--- src/rtl/bomb_game_ctrl.sv ---
// Bomb game sequencer: latches the secret code and defuse time, steers the
// countdown timer through arming and defusing, and judges defuse attempts.
module bomb_game_ctrl #(
  parameter int ARM_TIME       = 5,
  parameter int DEFAULT_DEFUSE = 10,
  parameter int MAX_DEFUSE     = 20,
  parameter int MAX_TRIES      = 3
) (
  input  logic       clk,
  input  logic       sw7,
  input  logic       btn_confirm,
  input  logic [3:0] pwd_in,
  input  logic [4:0] time_set,
  input  logic [1:0] countdown_state,
  output logic [1:0] game_state,
  output logic [4:0] countdown_times,
  output logic       boom,
  output logic       defused,
  output logic [1:0] tries_left,
  output logic       pwd_err
);

  typedef enum logic [1:0] {
    S_IDLE   = 2'd0,
    S_ARM    = 2'd1,
    S_DEFUSE = 2'd2,
    S_END    = 2'd3
  } state_t;

  state_t     r_state,   w_state_n;
  logic [4:0] r_cnt,     w_cnt_n;
  logic       r_boom,    w_boom_n;
  logic       r_def,     w_def_n;
  logic [1:0] r_tries,   w_tries_n;
  logic       r_err,     w_err_n;
  logic [3:0] r_secret,  w_secret_n;
  logic [4:0] r_dt,      w_dt_n;
  logic       r_seen,    w_seen_n;
  logic       r_btn_q;

  logic       w_press;
  logic       w_expiry;
  logic [4:0] w_dt_clamp;

  assign w_press  = btn_confirm & ~r_btn_q;
  // Timer reads 0 both before it starts and after it finishes; only the
  // latter counts, hence the seen_run qualifier.
  assign w_expiry = r_seen & (countdown_state == 2'd0);

  assign w_dt_clamp = (time_set == '0)              ? 5'(DEFAULT_DEFUSE) :
                      (time_set > 5'(MAX_DEFUSE))   ? 5'(MAX_DEFUSE)     :
                                                      time_set;

  // State and datapath registers; sw7 low forces everything to reset values.
  always_ff @(posedge clk or negedge sw7) begin
    if (!sw7) begin
      r_state  <= S_IDLE;
      r_cnt    <= '0;
      r_boom   <= 1'b0;
      r_def    <= 1'b0;
      r_tries  <= 2'(MAX_TRIES);
      r_err    <= 1'b0;
      r_secret <= '0;
      r_dt     <= '0;
      r_seen   <= 1'b0;
      r_btn_q  <= 1'b1;
    end else begin
      r_state  <= w_state_n;
      r_cnt    <= w_cnt_n;
      r_boom   <= w_boom_n;
      r_def    <= w_def_n;
      r_tries  <= w_tries_n;
      r_err    <= w_err_n;
      r_secret <= w_secret_n;
      r_dt     <= w_dt_n;
      r_seen   <= w_seen_n;
      r_btn_q  <= btn_confirm;
    end
  end

  // Next-state and next-output decisions for the game sequence.
  always_comb begin
    w_state_n  = r_state;
    w_cnt_n    = r_cnt;
    w_boom_n   = r_boom;
    w_def_n    = r_def;
    w_tries_n  = r_tries;
    w_err_n    = 1'b0;
    w_secret_n = r_secret;
    w_dt_n     = r_dt;
    w_seen_n   = r_seen;
    unique case (r_state)
      S_IDLE: begin
        w_cnt_n = '0;
        if (w_press) begin
          w_secret_n = pwd_in;
          w_dt_n     = w_dt_clamp;
          w_tries_n  = 2'(MAX_TRIES);
          w_state_n  = S_ARM;
          w_cnt_n    = 5'(ARM_TIME);
        end
      end
      S_ARM: begin
        w_cnt_n = 5'(ARM_TIME);
        if (countdown_state == 2'd2) begin
          w_state_n = S_DEFUSE;
          w_cnt_n   = r_dt;
          w_seen_n  = 1'b0;
        end
      end
      S_DEFUSE: begin
        w_cnt_n = r_dt;
        if (countdown_state == 2'd3) w_seen_n = 1'b1;
        // Expiry outranks any press in the same cycle.
        if (w_expiry) begin
          w_state_n = S_END;
          w_boom_n  = 1'b1;
          w_cnt_n   = '0;
        end else if (w_press) begin
          if (pwd_in == r_secret) begin
            w_state_n = S_END;
            w_def_n   = 1'b1;
            w_cnt_n   = '0;
          end else begin
            w_err_n = 1'b1;
            if (r_tries <= 2'd1) begin
              w_tries_n = '0;
              w_state_n = S_END;
              w_boom_n  = 1'b1;
              w_cnt_n   = '0;
            end else begin
              w_tries_n = r_tries - 2'd1;
            end
          end
        end
      end
      S_END: begin
        w_cnt_n = '0;
        if (w_press) begin
          w_state_n = S_IDLE;
          w_boom_n  = 1'b0;
          w_def_n   = 1'b0;
          w_seen_n  = 1'b0;
        end
      end
      default: w_state_n = S_IDLE;
    endcase
  end

  assign game_state      = r_state;
  assign countdown_times = r_cnt;
  assign boom            = r_boom;
  assign defused         = r_def;
  assign tries_left      = r_tries;
  assign pwd_err         = r_err;

endmodule

--- config.mk ---
export PLATFORM = sky130hd
export DESIGN_NAME = bomb_game_ctrl
export DESIGN_NICKNAME = d
export VERILOG_FILES = /design/src/rtl/bomb_game_ctrl.sv
export SDC_FILE = /design/constraint.sdc
export NUM_CORES = 1
export LEC_CHECK = 0
export BUFFER_PORTS_ARGS = -buffer_cell sky130_fd_sc_hd__buf_2
export CORE_AREA = 2 2 54 56
export CTS_BUF_LIST = sky130_fd_sc_hd__clkbuf_2
export DETAILED_ROUTE_END_ITERATION = 16
export DIE_AREA = 0 0 56 58
export GPL_TIMING_DRIVEN = 0
export PLACE_DENSITY = 0.73
export SLEW_MARGIN = 20
export SYNTH_ARGS = -nofsm -noshare
export SYNTH_HDL_FRONTEND = slang
export SYNTH_SLANG_ARGS = --single-unit
--- constraint.sdc ---
create_clock -name clk -period 4.7 [get_ports clk]
set_clock_uncertainty 0.1 [all_clocks]
set_input_delay 0.235 -clock clk [delete_from_list [all_inputs] [get_ports clk]]
set_output_delay 0.235 -clock clk [all_outputs]
set_load 0.03 [all_outputs]
### After elaboration in Yosys (flattened, before gate mapping)

Cells that the tools add are included.

| operators by class | value |
|---|---|
| add/sub/neg operators | 1 |
| $lt $le $gt $ge | 2 |
| equal/unequal tests | 18 |
| multiplexer cells | 40 |
| bitwise operators | 3 |
| reductions and logical operators | 12 |

Operators with widths:

| operator | count |
|---|---|
| 2-to-1 mux 5 bit | 7 |
| 2-to-1 mux 2 bit | 12 |
| one-hot mux 5 bit (4 select lines) | 1 |
| AND reduction 5 bit | 4 |
| inequality test 2 bit (second input constant) | 8 |
| 2-to-1 mux 1 bit | 14 |
| inequality test 3 bit (second input constant) | 3 |
| == test 2 bit (second input constant) | 4 |
| one-hot mux 2 bit (4 select lines) | 1 |
| > comparator 5 bit (second input constant) | 1 |
| logical NOT 5 bit | 1 |
| == test 4 bit | 1 |
| logical NOT 2 bit | 2 |
| inequality test 4 bit (second input constant) | 1 |
| one-hot mux 1 bit (2 select lines) | 2 |
| one-hot mux 2 bit (2 select lines) | 1 |
| AND reduction 4 bit | 1 |
| nonzero test 2 bit | 2 |
| 2-to-1 mux 3 bit | 1 |
| one-hot mux 1 bit (3 select lines) | 1 |
| nonzero test 3 bit | 1 |
| bitwise AND 1 bit | 2 |
| == test 2 x 1 -> 1 bit (second input constant) | 1 |
| <= comparator 2 x 1 -> 1 bit (second input constant) | 1 |
| 3 further kinds | 3 |

| storage, ports and cells | value |
|---|---|
| register bits after elaboration | 23 |
| input port bits | 14 |
| output and inout port bits | 12 |

### Longest topological paths before layout

Gate-level depths: netlist of the first run.

| depth | value |
|---|---|
| word-level depth | 6 |
| gate-level depth with buffers | 7 |
| depth with buffers taken out | 6 |

### Worst setup path before layout of the first run

No wires, ideal clock.

| timing | value |
|---|---|
| path type | reg2reg |
| from | register r_state[0] (netlist: game_state[0]) |
| to | register r_state[1] (netlist: game_state[1]) |
| library setup time | 124 ps |
| arrival | 1,791 ps |
| required time | 4,476 ps |
| setup slack | 2,685 ps |
| cell stages (with the launch flop) | 7 |
| buffers on the path | 0 |
| cells stage by stage | dfrtp_1 > inv_1 > ha_1 > or2_2 > a221oi_4 > nor3_1 > a211o_1 |

| between the ends | value |
|---|---|
| cells in the longest elaborated chain, start to end | 3 |

Ends and longest elaborated chain:

| what | RTL line | source |
|---|---|---|
| start, declared | 30 | `state_t r_state, w_state_n;` |
| start signal, assigned | 68 | `r_state <= w_state_n;` |
| == test 2 bit (tied with other cells) | 92 | `unique case (r_state)` |
| inequality test 4 bit (no source line) (tied with other cells) | - |  |
| AND reduction 5 bit (no source line) | - |  |

Parallel ways exist; a longest one is shown, timed or not.
A chain may end at the register's enable or synchronous reset.

### Worst setup path in the final report of the first run

| timing | value |
|---|---|
| from | register r_state[1] (netlist: game_state[1]) |
| to | register r_cnt[3] (netlist: countdown_times[3]) |

| between the ends | value |
|---|---|
| cells in the longest elaborated chain, start to end | 2 |

Ends and longest elaborated chain:

| what | RTL line | source |
|---|---|---|
| == test 2 bit (tied with other cells) | 92 |  |
| one-hot mux 5 bit (4 select lines) * | 92 |  |
| via w_cnt_n[3] | 31 | `logic [4:0] r_cnt, w_cnt_n;` |
| end signal, assigned | 69 | `r_cnt <= w_cnt_n;` |
| end, declared | 31 |  |

Mark *: on every way through the listed nets, which the timed path passes. The rest lies on a longest branch.

==> results of run 1 <==
[power by group through the flow]
| stage | registers (uW) | logic (uW) | clock network (uW) |
|---|---|---|---|
| floorplan | 402 | 314 | 0 |
| global placement | 337 | 485 | 0 |
| detailed placement | 343 | 501 | 0 |
| CTS | 338 | 504 | 83.0 |
| global route | 346 | 557 | 89.6 |
| finish | 339 | 504 | 78.2 |
[cell usage in the layout, fill, tap and decap left out, drive strengths merged, types with 2 or more instances in the layout]
| cell type | synthesis | routed |
|---|---|---|
| buf | 4 | 29 |
| dfrtp | 20 | 20 |
| nand2 | 11 | 11 |
| inv | 9 | 9 |
| o21ai | 9 | 9 |
| nor2 | 5 | 5 |
| nor3 | 5 | 5 |
| mux2 | 5 | 5 |
| ha | 5 | 5 |
| xor2 | 4 | 4 |
| and2 | 4 | 4 |
| a21oi | 4 | 4 |
| clkbuf | 0 | 4 |
| nor4 | 4 | 4 |
| o41ai | 3 | 3 |
| nand2b | 3 | 3 |
| dlygate4sd3 | 0 | 3 |
| dfstp | 3 | 3 |
| a221oi | 3 | 3 |
| nor2b | 2 | 2 |
| a31oi | 2 | 2 |
| nand3 | 2 | 2 |
| a211oi | 2 | 2 |
| o211ai | 2 | 2 |
| a41oi | 2 | 2 |
[per-stage QoR]
stage | setup slack [ns] | power [uW] | area (um2) | hold WS [ns]
after global placement | 2.75 | 823 | 1450 | 0.121
after CTS | 2.63 | 925 | 1500 | 0.0102
after floorplan | 2.68 | 716 | 1280 | -0.161
after global routing | 2.48 | 993 | 1500 | 0.0119
final | 2.62 | 920 | 1500 | 0.0313
after detailed placement | 2.66 | 843 | 1450 | 0.128
[worst paths after layout]
kind | end | slack [ns] | cells past startpoint
worst max-delay path | countdown_times[3] | 2.62 | 7
worst min-delay path | r_secret[3] | 0.03 | 2
worst max register to register | countdown_times[3] | 2.62 | 7
worst min register to register | r_dt[3] | 0.41 | 2
max in group asynchronous | tries_left[0] | 3.86 | 2
min in group asynchronous | countdown_times[4] | 0.28 | 2
[final cells by class]
class                   count  area [um2]
plain buffers               4        20.0
clock buffers               4        20.0
fillers                   242        1170
inverters                   9        33.8
multi-input cells          89         649
flip-flops and latches     23         579
well taps                  31        38.8
repair buffers             28         155
[worst max-delay path: stages, from the launching register on]
cell and delay, ns:
dfrtp_1 0.45, inv_1 0.16, ha_1 0.17, buf_2 0.21, nor2b_1 0.16, o21ai_0 0.09, a221oi_1 0.50, and2_1 0.20
[registers in the layout, summed over array words and instances (netlist names), 2 cells and up]
signal	cells
countdown_times	5
r_dt	5
r_secret	4
game_state	2
tries_left	2
[layer usage]
metal	vias up	GRT usage
li1	520	-
met1	537	0.218
met2	30	0.311
met3	8	0.0268
met4	0	0.0986
met5	-	0
[cell families (layout without fill, tap and decap cells)]
kind of cell	after synthesis	after routing
buffers and inverters	13	45
XOR/XNOR	4	4
flip-flops	23	23
AND/OR/NAND/NOR	40	40
multiplexers	6	6
AO/OA/AOI/OAI	34	34
adder cells (fa/ha/maj)	5	5
==> results.txt, run 1 <==
placed insts -> 181
combinational power share -> 0.547
Post-synth top cells -> dfrtp_1 (20), nand2_1 (11), inv_1 (8), o21ai_1 (6)
cell internal pwr -> 501 uW
clock share of power -> 0.085
outcome -> finished clean
DR WL/cell -> 14.8 um
fin crit period -> 2.08 ns
Syn Area/Cell -> 10.3 um2
Startpoint Class -> flop
final core utilization -> 0.562
Netlist cell types -> 41
pin count of the biggest net entering global routing -> 24
starting density of the core -> 0.482
num ports -> 26
via density per instance -> 5.82
core area -> 0.00266 mm2
clock root buffer -> clkbuf_2
ranking of synthesized cells by area -> dfrtp_1 (39%), dfstp_2 (6.1%), ha_1 (4.9%), mux2_1 (4.4%), nand2_1 (3.2%)
Remaining Overflow, GRT -> 0
XOR/XNOR Fraction of Synth Area -> 0.0273
Post-Synth Simple-Gate Area -> 0.171
Synth Register Bits -> 23
Setup crit end kind -> flop
area leader, netlist -> dfrtp_1
HPWL Detailed -> 2.12 mm
sequential power share -> 0.368
hold crit path type -> input port to flop
die height -> 58 um
Cell Count, Final, Fillers Out -> 188
Syn Nets -> 144
Peak Freq -> 481 MHz
Tcrit/Tclk final -> 0.442
post-synthesis adder-cell area fraction -> 0.0488
Leak -> 0.000713 uW
1st-iter DRT viols -> 22
Worst-Skew Late Latency -> 0.32 ns
port bufs -> 25
net switching power -> 420 uW
synthesized area -> 0.00128 mm2
Critical R2R Launch -> game_state[1]
Die X-Extent -> 56 um
min-delay src -> pwd_in[3]
maxcap violations -> 0
H-tree depth -> 1
Final setup viols -> 0
CP required -> 4.88 ns
Synth Area in Compound Gates -> 0.208
# hold bufs at CTS -> 3
maximum clock path buffer count -> 2
Max rail drop VDD -> 0.348 mV
Synth Instances -> 125
EDFF count, synth -> 0
sequential-to-total area share from yosys stat -> 0.452
DR WL met3 -> 131 um
CTS tree -> yes
crit path DAT -> 2.26 ns
postcts setup bufs -> 0
yosys warns -> 0
largest family of logic cells by synthesized area -> compound AO/OA/AOI/OAI gates
crit-path max FO -> 9
Pwr Density -> 615 mW/mm2
setup_tns -> 0 ns
top-area cell type share of the netlist area -> 0.390
initial antenna violation count -> 0
area grow syn2layout -> 16.7%
Final Max Tran Viols -> 0
row count -> 19
startpoint of the worst setup timing path -> game_state[1]
dominant synthesized flop cell -> dfrtp_1
count leader, synth -> dfrtp_1
routability congestion estimate -> 0.923
RSZ-0062 raised after global routing -> false
Slew headroom -> 0.638
GRT Util Overall -> 0.180
global-route wire length before repair -> 4.70 mm
top routing layer used -> met4
Final Routed Wirelength -> 2.77 mm
clock-pin transition on the worst setup and hold timing paths -> 0.20 ns
clk sinks -> 23
Net Sw Frac -> 0.456
kind of critical path -> flop to flop
nets -> 177
full die area -> 0.00325 mm2
total CTS buffers -> 3
drc violations -> 0
# diodes -> 0
drt first pass iters -> 4
Slew @ Worst Pin -> 0.542 ns
post-CTS sizing -> 0
Routed met1 length -> 1.15 mm
Post-DRT Antenna Nets -> 0
share of async-settable or async-resettable flops after synthesis -> 1.00
routed via count -> 1095
Final Hold Vio Count -> 0
number of global-route vias before repair -> 1153
share of cells above drive strength 1 -> 0.280
post-synthesis mux area share -> 0.0517
met2 routed wirelength -> 1.41 mm
Power figures use the tool's default switching activity.
==> run 2: changes to the inputs <==
--- a/config.mk
+++ b/config.mk
@@ -11,7 +11,7 @@
 export DETAILED_ROUTE_END_ITERATION = 16
 export DIE_AREA = 0 0 56 58
 export GPL_TIMING_DRIVEN = 0
-export PLACE_DENSITY = 0.73
+export PLACE_DENSITY = 0.75
 export SLEW_MARGIN = 20
 export SYNTH_ARGS = -nofsm -noshare
 export SYNTH_HDL_FRONTEND = slang
==> constraint.sdc (replaced) <==
create_clock -name clk -period 1.7 [get_ports clk]
set_clock_uncertainty 0.1 [all_clocks]
set_input_delay 0.085 -clock clk [delete_from_list [all_inputs] [get_ports clk]]
set_output_delay 0.085 -clock clk [all_outputs]
set_load 0.03 [all_outputs]
==> results.txt, run 2 (synthesized netlist as in run 1, its figures left out) <==
Slew headroom -> 0.665 (+0.0276)
kind of critical path -> flop to flop
commonest non-fill, non-tap cell in the layout -> buf_2
num ports -> 26 (unchanged)
full die area -> 0.00325 mm2 (unchanged)
Final Hold Vio Count -> 0 (unchanged)
top routing layer used -> met4
CTS tree -> yes
placed insts -> 181 (unchanged)
maximum clock path buffer count -> 2 (unchanged)
Final WS setup -> -0.0602 ns (-2.68 ns)
total CTS buffers -> 3 (unchanged)
CP required -> 1.83 ns (-3.05 ns)
initial antenna violation count -> 0 (unchanged)
Cell Count, Final, Fillers Out -> 209 (+11%)
hold crit path type -> input port to flop
share of cells above drive strength 1 -> 0.410 (+0.130)
met2 routed wirelength -> 1.71 mm (+21%)
die height -> 58 um (unchanged)
Peak Freq -> 568 MHz (+18%)
crit-path max FO -> 5 (-4)
fin crit period -> 1.76 ns (-0.318 ns)
crit path DAT -> 1.89 ns (-0.37 ns)
nets -> 198 (+12%)
HPWL Detailed -> 2.17 mm (+2.2%)
Tcrit/Tclk final -> 1.04 (+0.593)
final core utilization -> 0.692 (+0.130)
number of global-route vias before repair -> 1235 (+7.1%)
# diodes -> 0 (unchanged)
core area -> 0.00266 mm2 (unchanged)
RSZ-0062 raised after global routing -> true
H-tree depth -> 1 (unchanged)
Pwr Density -> 1670 mW/mm2 (+170%)
footprint of the multi-input gates -> 779 um2 (+20%)
drt first pass iters -> 4 (unchanged)
cell internal pwr -> 1720 uW (+240%)
most frequent cells in the layout -> buf_2 (27), dfrtp_1 (18), dlygate4sd3_1 (14)
combinational power share -> 0.613 (+0.066)
global-route wire length before repair -> 5.44 mm (+16%)
clock root buffer -> clkbuf_2
failing checks -> setup timing
1st-iter DRT viols -> 50 (+130%)
drc violations -> 0 (unchanged)
Die X-Extent -> 56 um (unchanged)
clk sinks -> 23 (unchanged)
Worst-Skew Late Latency -> 0.32 ns (about the same)
setup_tns -> -0.0636 ns (-0.0636 ns)
Post-DRT Antenna Nets -> 0 (unchanged)
Slew @ Worst Pin -> 0.502 ns (-0.0402 ns)
Final Routed Wirelength -> 3.20 mm (+15%)
maxcap violations -> 0 (unchanged)
via density per instance -> 5.54 (-4.9%)
port bufs -> 25 (unchanged)
routed via count -> 1158 (+5.8%)
hold slack -> 0.112 ns (+0.0803 ns)
Net Sw Frac -> 0.443 (-0.0133)
area grow syn2layout -> 43.6%
pin count of the biggest net entering global routing -> 24 (unchanged)
Leak -> 0.000838 uW (+17%)
clock-pin transition on the worst setup and hold timing paths -> 0.21 ns (about the same)
sequential power share -> 0.314 (-0.054)
routability congestion estimate -> 0.892 (-3.3%)
net switching power -> 1360 uW (+220%)
starting density of the core -> 0.482 (unchanged)
row count -> 19 (unchanged)
Routed met1 length -> 1.34 mm (+17%)
clock share of power -> 0.073 (-0.012)
GRT Util Overall -> 0.214 (+0.0342)
Sequential Area -> 582 um2 (+0.43%)
Remaining Overflow, GRT -> 0 (unchanged)
Overall Power -> 3080 uW (+230%)
DR WL/cell -> 15.3 um (+3.7%)
Final Max Tran Viols -> 0 (unchanged)
fill count -> 204 (-16%)
Setup crit end kind -> flop
outcome -> complete, but fails checks
Startpoint Class -> flop
DR WL met3 -> 107 um (-18%)
Final setup viols -> 2 (+2)
Max rail drop VDD -> 1.35 mV (+290%)
-- run 2: cell count changes in the layout (fill, tap and decap cells not counted), sizes merged --
| cell | before | now |
|---|---|---|
| dlygate4sd3 | 3 | 14 |
| buf | 29 | 39 |
-- run 2: area by class of cell --
| type | instances | share of cell area |
|---|---|---|
| plain buffers | 3 | 0.0149 |
| inverters | 9 | 0.0224 |
| well taps | 31 | 0.0211 |
| repair buffers | 50 | 0.192 |
| flip-flops and latches | 23 | 0.316 |
| clock buffers | 4 | 0.0109 |
| multi-input cells | 89 | 0.423 |
-- run 2: what timing repair did --
action | 4_1_cts | 5_1_grt
setup buffers | 9 | 1
gates resized for setup | 16 | 9
pin swaps | 10 | 8
cloned | 1 | 0
hold buffers | 14 | 0
setup endpoints to repair | 11 | 12
endpoints found under the hold margin | 34 | 0
-- run 2: power groups by stage --
stage / combinational [uW] / clock [uW] / sequential [uW]
6_report: 1890 / 224 / 968
5_1_grt: 2040 / 248 / 997
4_1_cts: 1800 / 228 / 973
3_5_place_dp: 1500 / 0 / 969
3_3_place_gp: 1450 / 0 / 948
2_1_floorplan: 967 / 0 / 1130
-- run 2: critical path, cell delays in order (launching register included) --
cell,delay [ns]
dfrtp_1,0.45
xor2_1,0.21
or4_4,0.55
a221oi_2,0.24
o211ai_1,0.10
-- run 2: path summary, 6_finish.rpt --
path	from	endpoint	slack [ns]	depth (start not counted)
worst min-delay path	countdown_state[1]	countdown_times[3]	0.11	4
max in group asynchronous	sw7	game_state[1]	1.02	2
min in group asynchronous	sw7	countdown_times[4]	0.12	2
worst min register to register	r_dt[3]	r_dt[3]	0.40	2
worst max register to register	r_secret[1]	boom	-0.06	4
worst max-delay path	r_secret[1]	boom	-0.06	4
-- run 2: layer usage --
layer  up-vias  global-route usage
li1        560                   -
met1       564               0.255
met2        30               0.380
met3         4              0.0313
met4         0               0.109
met5         -                   0
-- run 2: stage by stage --
stage                     cell area (um2)  worst slack [ns]
after global placement               1490            -0.138
after detailed placement             1490            -0.210
final                                1840           -0.0602
after CTS                            1800           -0.0410
after floorplan                      1330           -0.0222
after global routing                 1840           -0.0980
